<file path="src/rtl/cross_bar_port_arbiter.sv">
`default_nettype none
// +----------------------------------------------------------------------------+
// | cross_bar_port_arbiter: round-robin output-port arbiter with packet lock    |
// | and a registered valid/stall output stage.                                  |
// | Revision: 1.0                                                               |
// +----------------------------------------------------------------------------+
module cross_bar_port_arbiter #(
    parameter int REQUESTERS = 8,
    parameter int WIDTH      = 8
) (
    input  logic                          clk,
    input  logic                          rst,
    input  logic [0:REQUESTERS-1]         req,
    input  logic [REQUESTERS*WIDTH-1:0]   d,
    input  logic [0:REQUESTERS-1]         last,
    output logic [0:REQUESTERS-1]         gnt,
    output logic                          valid,
    output logic [WIDTH-1:0]              q,
    input  logic                          stall,
    output logic                          locked,
    output logic [$clog2(REQUESTERS)-1:0] owner
);

    localparam int IW = $clog2(REQUESTERS);

    localparam logic [0:0] ST_ARB    = 1'b0;
    localparam logic [0:0] ST_LOCKED = 1'b1;

    logic [0:0]       state_q, state_d;
    logic [IW-1:0]    ptr_q, ptr_d;
    logic [IW-1:0]    owner_q, owner_d;
    logic             valid_q;
    logic [WIDTH-1:0] q_q;

    logic             adv;
    logic             found;
    logic             grant;
    logic [IW-1:0]    sel_idx;
    logic [IW:0]      cand;

    assign adv = !valid_q || !stall;

    // Candidate search; a lock restricts eligibility to the current owner.
    always_comb begin
        found   = 1'b0;
        sel_idx = '0;
        cand    = '0;
        if (state_q == ST_LOCKED) begin
            found   = req[owner_q];
            sel_idx = owner_q;
        end else begin
            for (int k = 0; k < REQUESTERS; k++) begin
                cand = {1'b0, ptr_q} + (IW+1)'(k);
                if (cand >= (IW+1)'(REQUESTERS)) begin
                    cand = cand - (IW+1)'(REQUESTERS);
                end
                if (!found && req[cand[IW-1:0]]) begin
                    found   = 1'b1;
                    sel_idx = cand[IW-1:0];
                end
            end
        end
    end

    assign grant = rst && adv && found;

    always_comb begin
        gnt = '0;
        if (grant) begin
            gnt[sel_idx] = 1'b1;
        end
    end

    always_comb begin
        state_d = state_q;
        ptr_d   = ptr_q;
        owner_d = owner_q;
        if (grant) begin
            owner_d = sel_idx;
            ptr_d   = (sel_idx == IW'(REQUESTERS-1)) ? '0 : sel_idx + IW'(1);
            state_d = last[sel_idx] ? ST_ARB : ST_LOCKED;
        end
    end

    always_ff @(posedge clk) begin
        if (!rst) begin
            state_q <= ST_ARB;
            ptr_q   <= '0;
            owner_q <= '0;
        end else begin
            state_q <= state_d;
            ptr_q   <= ptr_d;
            owner_q <= owner_d;
        end
    end

    // Output stage: load on grant, drain when downstream takes the beat.
    always_ff @(posedge clk) begin
        if (!rst) begin
            valid_q <= 1'b0;
            q_q     <= '0;
        end else if (grant) begin
            valid_q <= 1'b1;
            q_q     <= d[WIDTH*sel_idx +: WIDTH];
        end else if (adv) begin
            valid_q <= 1'b0;
        end
    end

    assign valid  = valid_q;
    assign q      = q_q;
    assign locked = (state_q == ST_LOCKED);
    assign owner  = owner_q;

endmodule
`default_nettype wire

</file>
<file path="config.mk">
export PLATFORM = sky130hd
export DESIGN_NAME = cross_bar_port_arbiter
export DESIGN_NICKNAME = d
export VERILOG_FILES = /design/src/rtl/cross_bar_port_arbiter.sv
export SDC_FILE = /design/constraint.sdc
export NUM_CORES = 1
export LEC_CHECK = 0
export BUFFER_PORTS_ARGS = -buffer_cell sky130_fd_sc_hd__buf_2
export CAP_MARGIN = 20
export CORE_UTILIZATION = 30
export CTS_BUF_LIST = sky130_fd_sc_hd__clkbuf_4
export DETAILED_ROUTE_END_ITERATION = 12
export RECOVER_POWER = 50
export SYNTH_ARGS = -nofsm -noshare
export SYNTH_HDL_FRONTEND = slang
export SYNTH_SLANG_ARGS = --single-unit
</file>
<file path="constraint.sdc">
create_clock -name clk -period 3.8 [get_ports clk]
set_input_delay 0.57 -clock clk [delete_from_list [all_inputs] [get_ports clk]]
set_output_delay 0.57 -clock clk [all_outputs]
set_load 0.1 [all_outputs]
</file>
==> run summary <==
=================================================================================
Setup violation total in the final timing report ...................           16
Overall routing resource usage .....................................        17.7%
Met3 demand-to-capacity share in global routing ....................        2.29%
Pin count of the biggest net entering global routing ...............           18
# nets final .......................................................          441
Effective utilization at floorplan .................................        31.4%
Placed cell areas ..................................................     3200 um2
Slowest cell on the critical path .................................. sky130_fd_sc_hd__or4_4
Final weighted congestion in routability-driven placement ..........        0.909
Setup CP Type ......................................................      reg2out
Critical Path Sink Type ............................................   output pin
Post-Syn Area per Cell .............................................     10.3 um2
Cells along the critical path ...................................... inv_6, ha_4, mux4_2, or4_4, nor3_4, a31oi_2, a32o_2, a31oi_4, buf_6, and3_4, buf_12
Depth of the CTS H-tree ............................................            1
Sum of negative setup slack ........................................     -2640 ps
Post-layout min period .............................................      4070 ps
Count of pins over their slew limit ................................            0
Footprint of the multi-input gates .................................     1820 um2
Maximum ir drop on the vdd rail ....................................       471 uV
Number of I/O port buffers .........................................          103
Core Footprint .....................................................     6870 um2
Failing checks ..................................................... negative setup slack
Latest clock arrival within the worst-skew pair ....................       280 ps
Number of buffers inserted during clock tree synthesis .............            3
Most common cell in the synthesized netlist ........................ sky130_fd_sc_hd__mux2i_1
Final Cell Area ....................................................     3400 um2
Half-perimeter wire length after placement .........................      5230 um
Post-synthesis compound-gate area fraction .........................        16.4%
Final Hold Fails ...................................................            0
Number of rows created at floorplan ................................           30
CTS Root Buffer Type ............................................... sky130_fd_sc_hd__clkbuf_4
Final cycle utilization of the critical path .......................         107%
Number of cells after detailed placement ...........................          432
Max Clock Freq .....................................................      246 MHz
Post-detailed-route wirelength per cell ............................      14.3 um
Cells after Synth ..................................................          209
Flip-flop cell with the highest count after synthesis .............. sky130_fd_sc_hd__dfxtp_1
Area used by sequential logic in the layout ........................      325 um2
GR Util met2 .......................................................        31.5%
Nature of the critical path startpoint .............................    flip-flop
Final Util .........................................................        49.5%
Drt first-iter violations ..........................................          119
Buffers from clock root to sink, at most ...........................            2
Mux share of post-synthesis cell area ..............................        44.4%
Outcome ............................................................ finished, violations left
Number of global-route vias before repair ..........................         2245
Number of buffer and inverter instances along the worst setup path .            3
Relative max-transition margin .....................................        18.5%
Warnings, synthesis ................................................            0
Crit Path Max Fanout ...............................................            5
Vias per std cell ..................................................         5.12
Top cells by instance count after synthesis ........................ 21 x sky130_fd_sc_hd__mux2i_1, 19 x sky130_fd_sc_hd__mux4_2, 17 x sky130_fd_sc_hd__nor2_1, 16 x sky130_fd_sc_hd__a21oi_1, 16 x sky130_fd_sc_hd__dfxtp_1
Portion of synthesized cell area occupied by the leading cell type .        19.9%
Largest stage delay, worst path ....................................       620 ps
Setup Skew .........................................................      2.95 ps
Area share of xor/xnor cells in the synthesized design .............        1.97%
Setup repair after global routing missed its margin ................          yes
Async set-reset flop share out of synthesis ........................           0%
Pre-Repair DR Iteration Count ......................................            4
Max cap viols ......................................................            0
Remaining global-route overflow ....................................            0
Largest family of logic cells by synthesized area .................. multiplexers
Count of pins on the block boundary ................................          104
Non-Filler Instances ...............................................          450
Area grow syn2layout ...............................................        57.7%
Setup slack on the worst flop-to-flop path .........................      -110 ps
DIE AREA ...........................................................     7520 um2
Cell area after synthesis ..........................................     2150 um2
Adder and majority gate portion of the synthesized area ............        1.74%
Met1 Usage GRT .....................................................        21.9%
Synth unique cells .................................................           54
Global-route wire length before repair .............................     10500 um
Fill count .........................................................          653
P_leak .............................................................      1.50 nW
Post-synthesis cell type with the largest combined area ............ sky130_fd_sc_hd__mux4_2
Measured slew at the worst slew-check pin ..........................      1230 ps
CP Data Arrival Time ...............................................      3500 ps
Die outline width ..................................................      86.7 um
TritonCTS clock tree ...............................................          yes
Antenna viol nets, final ...........................................            0
Register bit count reported by yosys ...............................           16
Simple logic cell fraction of the synthesized area .................        12.6%
Die boundary height ................................................      86.7 um
Diodes inserted ....................................................            0
Layout cell share with drive strength beyond 1 .....................        60.2%
Drc violations .....................................................            0
Sequential cell area fraction in the yosys report ..................        14.9%
Cell class contributing the biggest share of worst-path delay ...... simple AND/OR/NAND/NOR gates
Antenna violations before repair ...................................            0
Number of sinks driven by the clock tree ...........................           16
Worst EP required ..................................................      3230 ps
Final wirelength ...................................................      6440 um
Register clock-pin slew on the reported worst setup and hold paths .       100 ps
Post-synth EDFFs ...................................................            0
Layer carrying the most global-route usage .........................         met2
Nets in the synthesized netlist ....................................          295
Top cells by area in the synthesized netlist ....................... sky130_fd_sc_hd__mux4_2 20%, sky130_fd_sc_hd__dfxtp_1 15%, sky130_fd_sc_hd__mux4_1 11%, sky130_fd_sc_hd__mux2i_1 9.8%, sky130_fd_sc_hd__a21oi_1 3.7%
Worst hold path type ...............................................      reg2reg
Dpl ws .............................................................     -24.5 ps
Number of vias after detailed routing ..............................         2302
Final setup margin .................................................      -272 ps
Pwr per Cell Area ..................................................  1110 nW/um2
=================================================================================
[tightest hold or removal path, stage by stage (launching register included)]
cell and delay (ps):
sky130_fd_sc_hd__dfxtp_1 320, sky130_fd_sc_hd__nand2_1 70, sky130_fd_sc_hd__a21boi_0 70
[stage by stage]
step                      hold WS, ps  power, W
after floorplan                   694   0.00267
after CTS                         501   0.00368
after detailed placement          490   0.00333
after global routing              529   0.00401
final                             498   0.00376
after global placement            489   0.00332
[where the power goes]
part           switching, W  internal [W]
combinational       0.00179       0.00157
clock             0.0000553     0.0000479
sequential        0.0000672      0.000232
total               0.00191       0.00185
[kinds of logic (layout without fill, tap and decap cells)]
family / count (synthesis) / count (layout)
buffers and inverters: 23 / 168
AO/OA/AOI/OAI: 54 / 54
AND/OR/NAND/NOR: 54 / 54
flip-flops: 16 / 16
multiplexers: 55 / 55
XOR/XNOR: 4 / 4
adder cells (fa/ha/maj): 3 / 3
[per-layer routing]
layer,share of wire [%],wire [um]
met1,41,2620
met2,52,3320
met3,6.4,411
met4,1.4,92
met5,0,0
[layout make-up]
class	count	share of cell area [%]
sequential	16	9.57
inverter	8	1.10
timing repair buffer	156	31.4
multi-input combinational	170	53.5
tap	96	3.53
clock buffer	4	0.884
[path summary, 6_finish.rpt]
path | end | cells after the start | from
worst min register to register | valid$_SDFFE_PN0P_ | 2 | valid$_SDFFE_PN0P_
worst max register to register | q[7]$_SDFFE_PN0P_ | 14 | ptr_q[0]$_SDFFE_PN0P_
worst max-delay path | gnt[3] | 11 | ptr_q[0]$_SDFFE_PN0P_
worst min-delay path | valid$_SDFFE_PN0P_ | 2 | valid$_SDFFE_PN0P_
[flip-flops by register name, summed over array words and instances, names as in the netlist]
register / count
q: 8
owner: 3
locked: 1
valid: 1
ptr_q: 3
[placed cells by master, fill, tap and decap left out, types with 3 or more instances in the layout]
cell type	n
sky130_fd_sc_hd__nor2b_1	4
sky130_fd_sc_hd__mux4_2	25
sky130_fd_sc_hd__buf_4	45
sky130_fd_sc_hd__mux2_2	3
sky130_fd_sc_hd__nand2_1	11
sky130_fd_sc_hd__a21o_1	3
sky130_fd_sc_hd__nor3_4	3
sky130_fd_sc_hd__buf_2	85
sky130_fd_sc_hd__a21oi_1	16
sky130_fd_sc_hd__inv_1	4
sky130_fd_sc_hd__buf_6	6
sky130_fd_sc_hd__mux4_1	3
sky130_fd_sc_hd__mux2i_1	21
sky130_fd_sc_hd__buf_12	10
sky130_fd_sc_hd__o21ai_0	13
sky130_fd_sc_hd__clkbuf_1	10
sky130_fd_sc_hd__nor2_4	5
sky130_fd_sc_hd__dfxtp_1	14
sky130_fd_sc_hd__clkbuf_4	4
sky130_fd_sc_hd__nor2_1	12
[what timing repair did]
| item | 4_1_cts | 5_1_grt |
|---|---|---|
| resized for setup | 18 | 9 |
| pin swaps | 9 | 10 |
| buffers inserted | 10 | 4 |
| hold buffers | 0 | 0 |
| setup endpoints to repair | 8 | 17 |
Note: power is estimated with default switching activity, not from simulation.
